### src/rtl/sha2_ctrl_fsm.sv
// Sequencing controller for a SHA-2 core: message-word load, round stepping, H update, digest handshake.
// Optional abort input enabled by defining SHA2_CTRL_ABORT_EN.
module sha2_ctrl_fsm #(
   parameter int ROUNDS    = 64,
   parameter int MSG_WORDS = 16,
   parameter int RIDX_W    = $clog2(ROUNDS)
) (
   input  logic              clk,
   input  logic              rst_n,
`ifdef SHA2_CTRL_ABORT_EN
   input  logic              abort_i,
`endif
   input  logic              start_i,
   input  logic              msg_valid_i,
   output logic              msg_ready_o,
   input  logic              blk_last_i,
   output logic              msg_ld_o,
   output logic [3:0]        word_idx_o,
   output logic              iv_ld_o,
   output logic              wv_ld_o,
   output logic              hash_en_o,
   output logic [RIDX_W-1:0] round_o,
   output logic              final_o,
   output logic              digest_valid_o,
   input  logic              digest_ready_i,
   output logic              busy_o,
   output logic [15:0]       blk_cnt_o
);

   localparam logic [2:0] IDLE  = 3'd0;
   localparam logic [2:0] LOAD  = 3'd1;
   localparam logic [2:0] ROUND = 3'd2;
   localparam logic [2:0] FINAL = 3'd3;
   localparam logic [2:0] OUT   = 3'd4;

   localparam logic [3:0]        LAST_WORD  = 4'(MSG_WORDS - 1);
   localparam logic [RIDX_W-1:0] LAST_ROUND = RIDX_W'(ROUNDS - 1);

   logic [2:0]        state;
   logic [3:0]        word_idx;
   logic [RIDX_W-1:0] round_cnt;
   logic [15:0]       blk_cnt;
   logic              first_blk;
   logic              last_blk;
   logic              abort;

`ifdef SHA2_CTRL_ABORT_EN
   assign abort = abort_i;
`else
   assign abort = 1'b0;
`endif

   assign msg_ready_o    = (state == LOAD);
   assign msg_ld_o       = msg_valid_i & msg_ready_o;
   assign wv_ld_o        = msg_ld_o & (word_idx == 4'd0);
   assign iv_ld_o        = wv_ld_o & first_blk;
   assign hash_en_o      = (state == ROUND);
   // Abort masks the H update and the digest in the cycle it is raised
   assign final_o        = (state == FINAL) & ~abort;
   assign digest_valid_o = (state == OUT) & ~abort;
   assign busy_o         = (state != IDLE);
   assign word_idx_o     = word_idx;
   assign round_o        = round_cnt;
   assign blk_cnt_o      = blk_cnt;

   always_ff @(posedge clk) begin
      if (!rst_n || abort) begin
         state     <= IDLE;
         word_idx  <= 4'd0;
         round_cnt <= '0;
         blk_cnt   <= 16'd0;
         first_blk <= 1'b0;
         last_blk  <= 1'b0;
      end else begin
         case (state)
            IDLE: begin
               if (start_i) begin
                  state     <= LOAD;
                  word_idx  <= 4'd0;
                  blk_cnt   <= 16'd0;
                  first_blk <= 1'b1;
               end
            end
            LOAD: begin
               if (msg_valid_i) begin
                  if (word_idx == 4'd0) begin
                     first_blk <= 1'b0;
                  end
                  // last_blk is only meaningful on the final word of a block
                  if (word_idx == LAST_WORD) begin
                     last_blk <= blk_last_i;
                     word_idx <= 4'd0;
                     state    <= ROUND;
                  end else begin
                     word_idx <= word_idx + 4'd1;
                  end
               end
            end
            ROUND: begin
               if (round_cnt == LAST_ROUND) begin
                  round_cnt <= '0;
                  state     <= FINAL;
               end else begin
                  round_cnt <= round_cnt + RIDX_W'(1);
               end
            end
            FINAL: begin
               if (blk_cnt != 16'hFFFF) begin
                  blk_cnt <= blk_cnt + 16'd1;
               end
               state <= last_blk ? OUT : LOAD;
            end
            OUT: begin
               if (digest_ready_i) begin
                  state <= IDLE;
               end
            end
            default: state <= IDLE;
         endcase
      end
   end

endmodule

### config.mk
export PLATFORM = sky130hd
export DESIGN_NAME = sha2_ctrl_fsm
export DESIGN_NICKNAME = d
export VERILOG_FILES = /design/src/rtl/sha2_ctrl_fsm.sv
export SDC_FILE = /design/constraint.sdc
export NUM_CORES = 1
export LEC_CHECK = 0
export BUFFER_PORTS_ARGS = -buffer_cell sky130_fd_sc_hd__buf_2
export CAP_MARGIN = 20
export CORE_MARGIN = 3
export CORE_UTILIZATION = 53
export CTS_CLUSTER_SIZE = 25
export DETAILED_ROUTE_END_ITERATION = 8
export PLACE_DENSITY = 0.78
export SLEW_MARGIN = 20
export SYNTH_ARGS = -nofsm -noshare
export SYNTH_HDL_FRONTEND = slang
export SYNTH_SLANG_ARGS = --single-unit
### constraint.sdc
create_clock -name clk -period 2.4 [get_ports clk]
set_clock_uncertainty 0.15 [all_clocks]
set_input_delay 0.12 -clock clk [delete_from_list [all_inputs] [get_ports clk]]
set_output_delay 0.12 -clock clk [all_outputs]
set_load 0.02 [all_outputs]
**After elaboration in Yosys (flattened, before gate mapping)**

Cells that the tools add are included.
Widths: inputs -> output; s select.

- $add $sub $neg: 3
- Eq/ne operators: 14
- Mux-type cells: 19
- Bitwise operators: 3
- Reduce and logical (&&, ||, !) cells: 10

Operators with widths:

| kind | number |
|---|---|
| $mux 16 | 2 |
| $pmux 16 s2 | 1 |
| $mux 3 | 6 |
| $add 16x1->16 const B | 1 |
| $ne 16x16->1 const B | 1 |
| $pmux 3 s5 | 1 |
| $mux 4 | 3 |
| $ne 2x1->1 const B | 5 |
| $reduce_and 3->1 | 3 |
| $pmux 4 s2 | 1 |
| $add 6x1->6 const B | 1 |
| $eq 3x2->1 const B | 2 |
| $eq 6x6->1 const B | 1 |
| $mux 6 | 1 |
| $reduce_and 5->1 | 1 |
| $add 4x1->4 const B | 1 |
| $eq 4x4->1 const B | 1 |
| $logic_not 4->1 | 1 |
| $ne 2x2->1 const B | 2 |
| $reduce_and 4->1 | 1 |
| $reduce_bool 2->1 | 2 |
| $and 1x1->1 | 3 |
| $eq 3x1->1 const B | 1 |
| $eq 3x3->1 const B | 1 |
| other kinds (4) | 6 |

- Register bits: 31
- Bits of input ports: 6
- Output and inout bits: 34
- Word-level logic and storage cells: 55

**Logic depth before layout (Yosys ltp)**

- Depth in word-level cells: 4
- Gate-level depth with buffers: 6
- Mapped depth without buffers: 6

**Least setup slack after synthesis**

No wires, ideal clock.

- Kind: register to register
- Start point: register blk_cnt[0], in the netlist blk_cnt_o[0]
- End point: register blk_cnt[2], in the netlist blk_cnt_o[2]
- Setup time: 0.091 ns
- Arrival: 1.838 ns
- Slack: 0.321 ns
- Cell stages (with the launch flop): 6
- Period minus slack after synthesis: 2.079 ns
- Path through: dfxtp_1 > ha_1 > nand4_1 > or4_4 > a21o_1 > a311oi_1

- Cells in the longest elaborated chain, start to end: 3
- Elaborated cells between the ends (all ways): 6
- Classes of those cells: add/sub (1); eq/ne (2); mux (2); reduce/logical (1)

RTL lines:

| what | line | source |
|---|---|---|
| start: declaration | 42 | `logic [15:0] blk_cnt;` |
| start signal: assignment | 109 | `blk_cnt <= blk_cnt + 16'd1;` |
| $add 16x1->16 or $ne 16x16->1 (tied branches) | 109, 108 |  |
| $mux 16 or $ne 2x1->1 (tied branches) | - |  |
| $pmux 16 s2 or $reduce_and 3->1 (tied branches) | - |  |

Parallel ways exist; a longest one is shown, timed or not. The select of a mux whose other input is x is not followed.
A chain may end at the register's enable or synchronous reset.

**Final worst setup path**

Ends and elaborated chain as after synthesis.

==> results.md <==
* CTS tree: done
* Multi-input gate area at between 1000 and 1500 um2
* Worst setup EP type: flop
* Placed Instances at 290
* Ratio of cells with drive above 1 in the final layout at between 20% and 30%
* Post_cts resized at 0
* RSZ-0062 raised after global routing: false
* Setup ws final at 0.340 ns
* Final Instance Area at 2120 um2
* Clock slew at reported path FFs at 0.10 ns
* # hold bufs at CTS at 4
* Via-to-Cell Ratio at ~6.0
* Wire per inst at ~14 um
* Worst-Margin Slew at 0.485 ns
* Max-slew violation count at 0
* Num CTS Buffers at 5
* Gr usage total at between 20 and 25%
* Max-Cap Viols at 0
* Post-route antenna net violation count at 0
* Io pins at 40
* Initial core utilization at between 50% and 60%
* Vias at 1824
* Worst-Skew Late Latency at around 0.33 ns
* ANT cells at 0
* Worst endpoint required time at ~2.5 ns
* Fin crit period at between 2 and 2.5 ns
* Setup-failing EPs final at 0
* P&R area growth vs syn at 19.0%
* Core Region at 3130 um2
* Vias in the first global route at between 1.5k and 2k
* Sequential cell area at 621 um2
* Final Hold Fails at 0
* Net count, final at ~270
* Status: finished clean
* CP Data Arrival Time at between 2 and 2.5 ns
* Initial antenna violation count at 0
* Mean Syn Cell Area at 8.36 um2
* Sequential element share of the synthesized area at 34.8%
* Clk sinks at 31
* Critical Path Start: blk_cnt_o[0]
* Fmax at approximately 0.49 GHz
* Die ar. at ~4100 um2
* Fillers at about 270
* #FFs+latches synth at 31
* Worst reg2reg startpoint: blk_cnt_o[0]
* Clock Tree Buf Depth at 2
* Syn Std Cell Area at about 1800 um2
* Post-synth EDFFs at 0
* Hold Path Class: input pin to flop
* Async S/R FF share, synth at 0%
* Detailed-route DRC error count at 0
* Setup repair bufs after CTS at 0
* Final Core Density at 67.8%
* Largest net degree at the start of global routing at 19
* Finished Layout Cells at about 300
* Post-synthesis cell count at 213
* Period Utilization, post-route at a little under nine tenths
* Power Dens Cells at between 500 and 600 nW/um2
* Slew HR at between 60% and 70%
* Detailed Place HPWL at about 3.0 mm
* Std cell rows at 20
* Drt pass-1 iters at 4
* WL final at between 4 and 5 mm
* Setup TNS at 0 ns
* Hold path start: msg_valid_i
* Crit-path max FO at 6
* PortBufs at 39
* Root Driver: clkbuf_4
* Setup crit start kind: flop
* Syn nets at ~220
* Dpl ws at between 0.3 and 0.4 ns
* Pleak at between 0.8 and 0.9 nW
* H-tree levels at 2
* Post-synth top flop: dfxtp_1
* Critical path class: flop to flop
* Global-route wire length before repair at 7.37 mm
* Synth warn at 0
* GPL Wtd Cong at between 0.8 and 0.9
* Peak VDD IR at about 370 uV
* Die W at approximately 64 um
* Die Ht at around 64 um
* Unique masters post-synth at 54
* Global route overflow at 0
* Placed cell area at 1990 um2
* Initial drt markers at roughly 280
## logic make-up after synthesis
logic type      after synthesis  share of synthesized area, %
simple gates                 93                          30.3
buf+inv                      20                          6.18
mux                           3                          1.76
compound gates               59                          22.6
xor+xnor                      3                          1.47
fa+ha+maj                     4                          2.81
flops                        31                          34.8
## critical path, cell delays in order, from the launching register on
cell	delay, ns
dfxtp_1	0.41
ha_1	0.24
nand4_1	0.18
or4_4	0.56
a21o_1	0.20
a311oi_1	0.24
## Yosys cell counts (2+ instances only)
cell type	number	area share, %
dfxtp_1	31	35
nand2_1	17	3.6
a21oi_1	13	3.7
nand3_1	13	3.7
nor2_1	11	2.3
o21ai_0	9	2.5
a311oi_1	8	3.9
nand4_1	8	2.8
inv_1	7	1.5
a31oi_1	6	2.1
nor3_1	6	1.7
and4_1	5	2.5
and3_1	4	1.4
buf_2	4	1.1
ha_1	4	2.8
nand2b_1	4	1.4
nor3b_1	4	1.7
o31a_1	4	2.0
a21o_1	3	1.3
a31o_2	3	1.5
nand4b_1	3	1.5
or3_1	3	1.1
a211oi_1	2	0.84
a41oi_1	2	0.98
and2_1	2	0.70
buf_6	2	1.3
clkbuf_2	2	0.56
mux2i_1	2	1.1
nor4_1	2	0.70
o22ai_1	2	0.70
o31ai_1	2	0.84
or3b_1	2	0.98
xnor2_1	2	0.98
## state kept, by name, summed over array words and instances, names as in the netlist
signal,count
blk_cnt_o,16
round_o,6
word_idx_o,4
state,3
first_blk,1
last_blk,1
## layer usage
| layer | routed length, um | track usage, % |
|---|---|---|
| met5 | 0 | 0 |
| met4 | 26 | 8.63 |
| met3 | 322 | 5.27 |
| met2 | 2110 | 36.8 |
| met1 | 1880 | 27.7 |
## area by class of cell
| class | instances | share of cell area, % |
|---|---|---|
| well taps | 44 | 2.60 |
| repair buffers | 48 | 12.9 |
| multi-input cells | 162 | 49.6 |
| clock buffers | 6 | 2.42 |
| flip-flops and latches | 31 | 29.3 |
| inverters | 9 | 1.59 |
| clock inverters | 2 | 1.65 |
## path summary, 6_finish.rpt
check / endpoint / slack [ns] / cells past startpoint
hold / removal: word_idx_o[3] / 0.05 / 4
setup reg to reg: blk_cnt_o[2] / 0.34 / 5
setup / recovery: blk_cnt_o[2] / 0.34 / 5
hold reg to reg: first_blk / 0.34 / 2
## power breakdown
group	switching (mW)	internal, mW
clock	0.184	0.246
sequential	0.0108	0.520
combinational	0.0637	0.0447
## per-stage QoR
stage	total power, mW	hold WS, ns
floorplan	0.614	0.117
global placement	0.644	0.209
detailed placement	0.645	0.221
CTS	1.08	0.0344
global route	1.11	0.0623
finish	1.07	0.0503
## placed cells by master, fill, tap and decap left out, types with 7 or more instances in the layout
cell type | Yosys | routed
buf_2 | 4 | 39
dfxtp_1 | 31 | 31
nand2_1 | 17 | 17
a21oi_1 | 13 | 13
nand3_1 | 13 | 13
nor2_1 | 11 | 11
o21ai_0 | 9 | 9
nand4_1 | 8 | 8
a311oi_1 | 8 | 8
inv_1 | 7 | 7
Note: power is estimated with default switching activity, not from simulation.
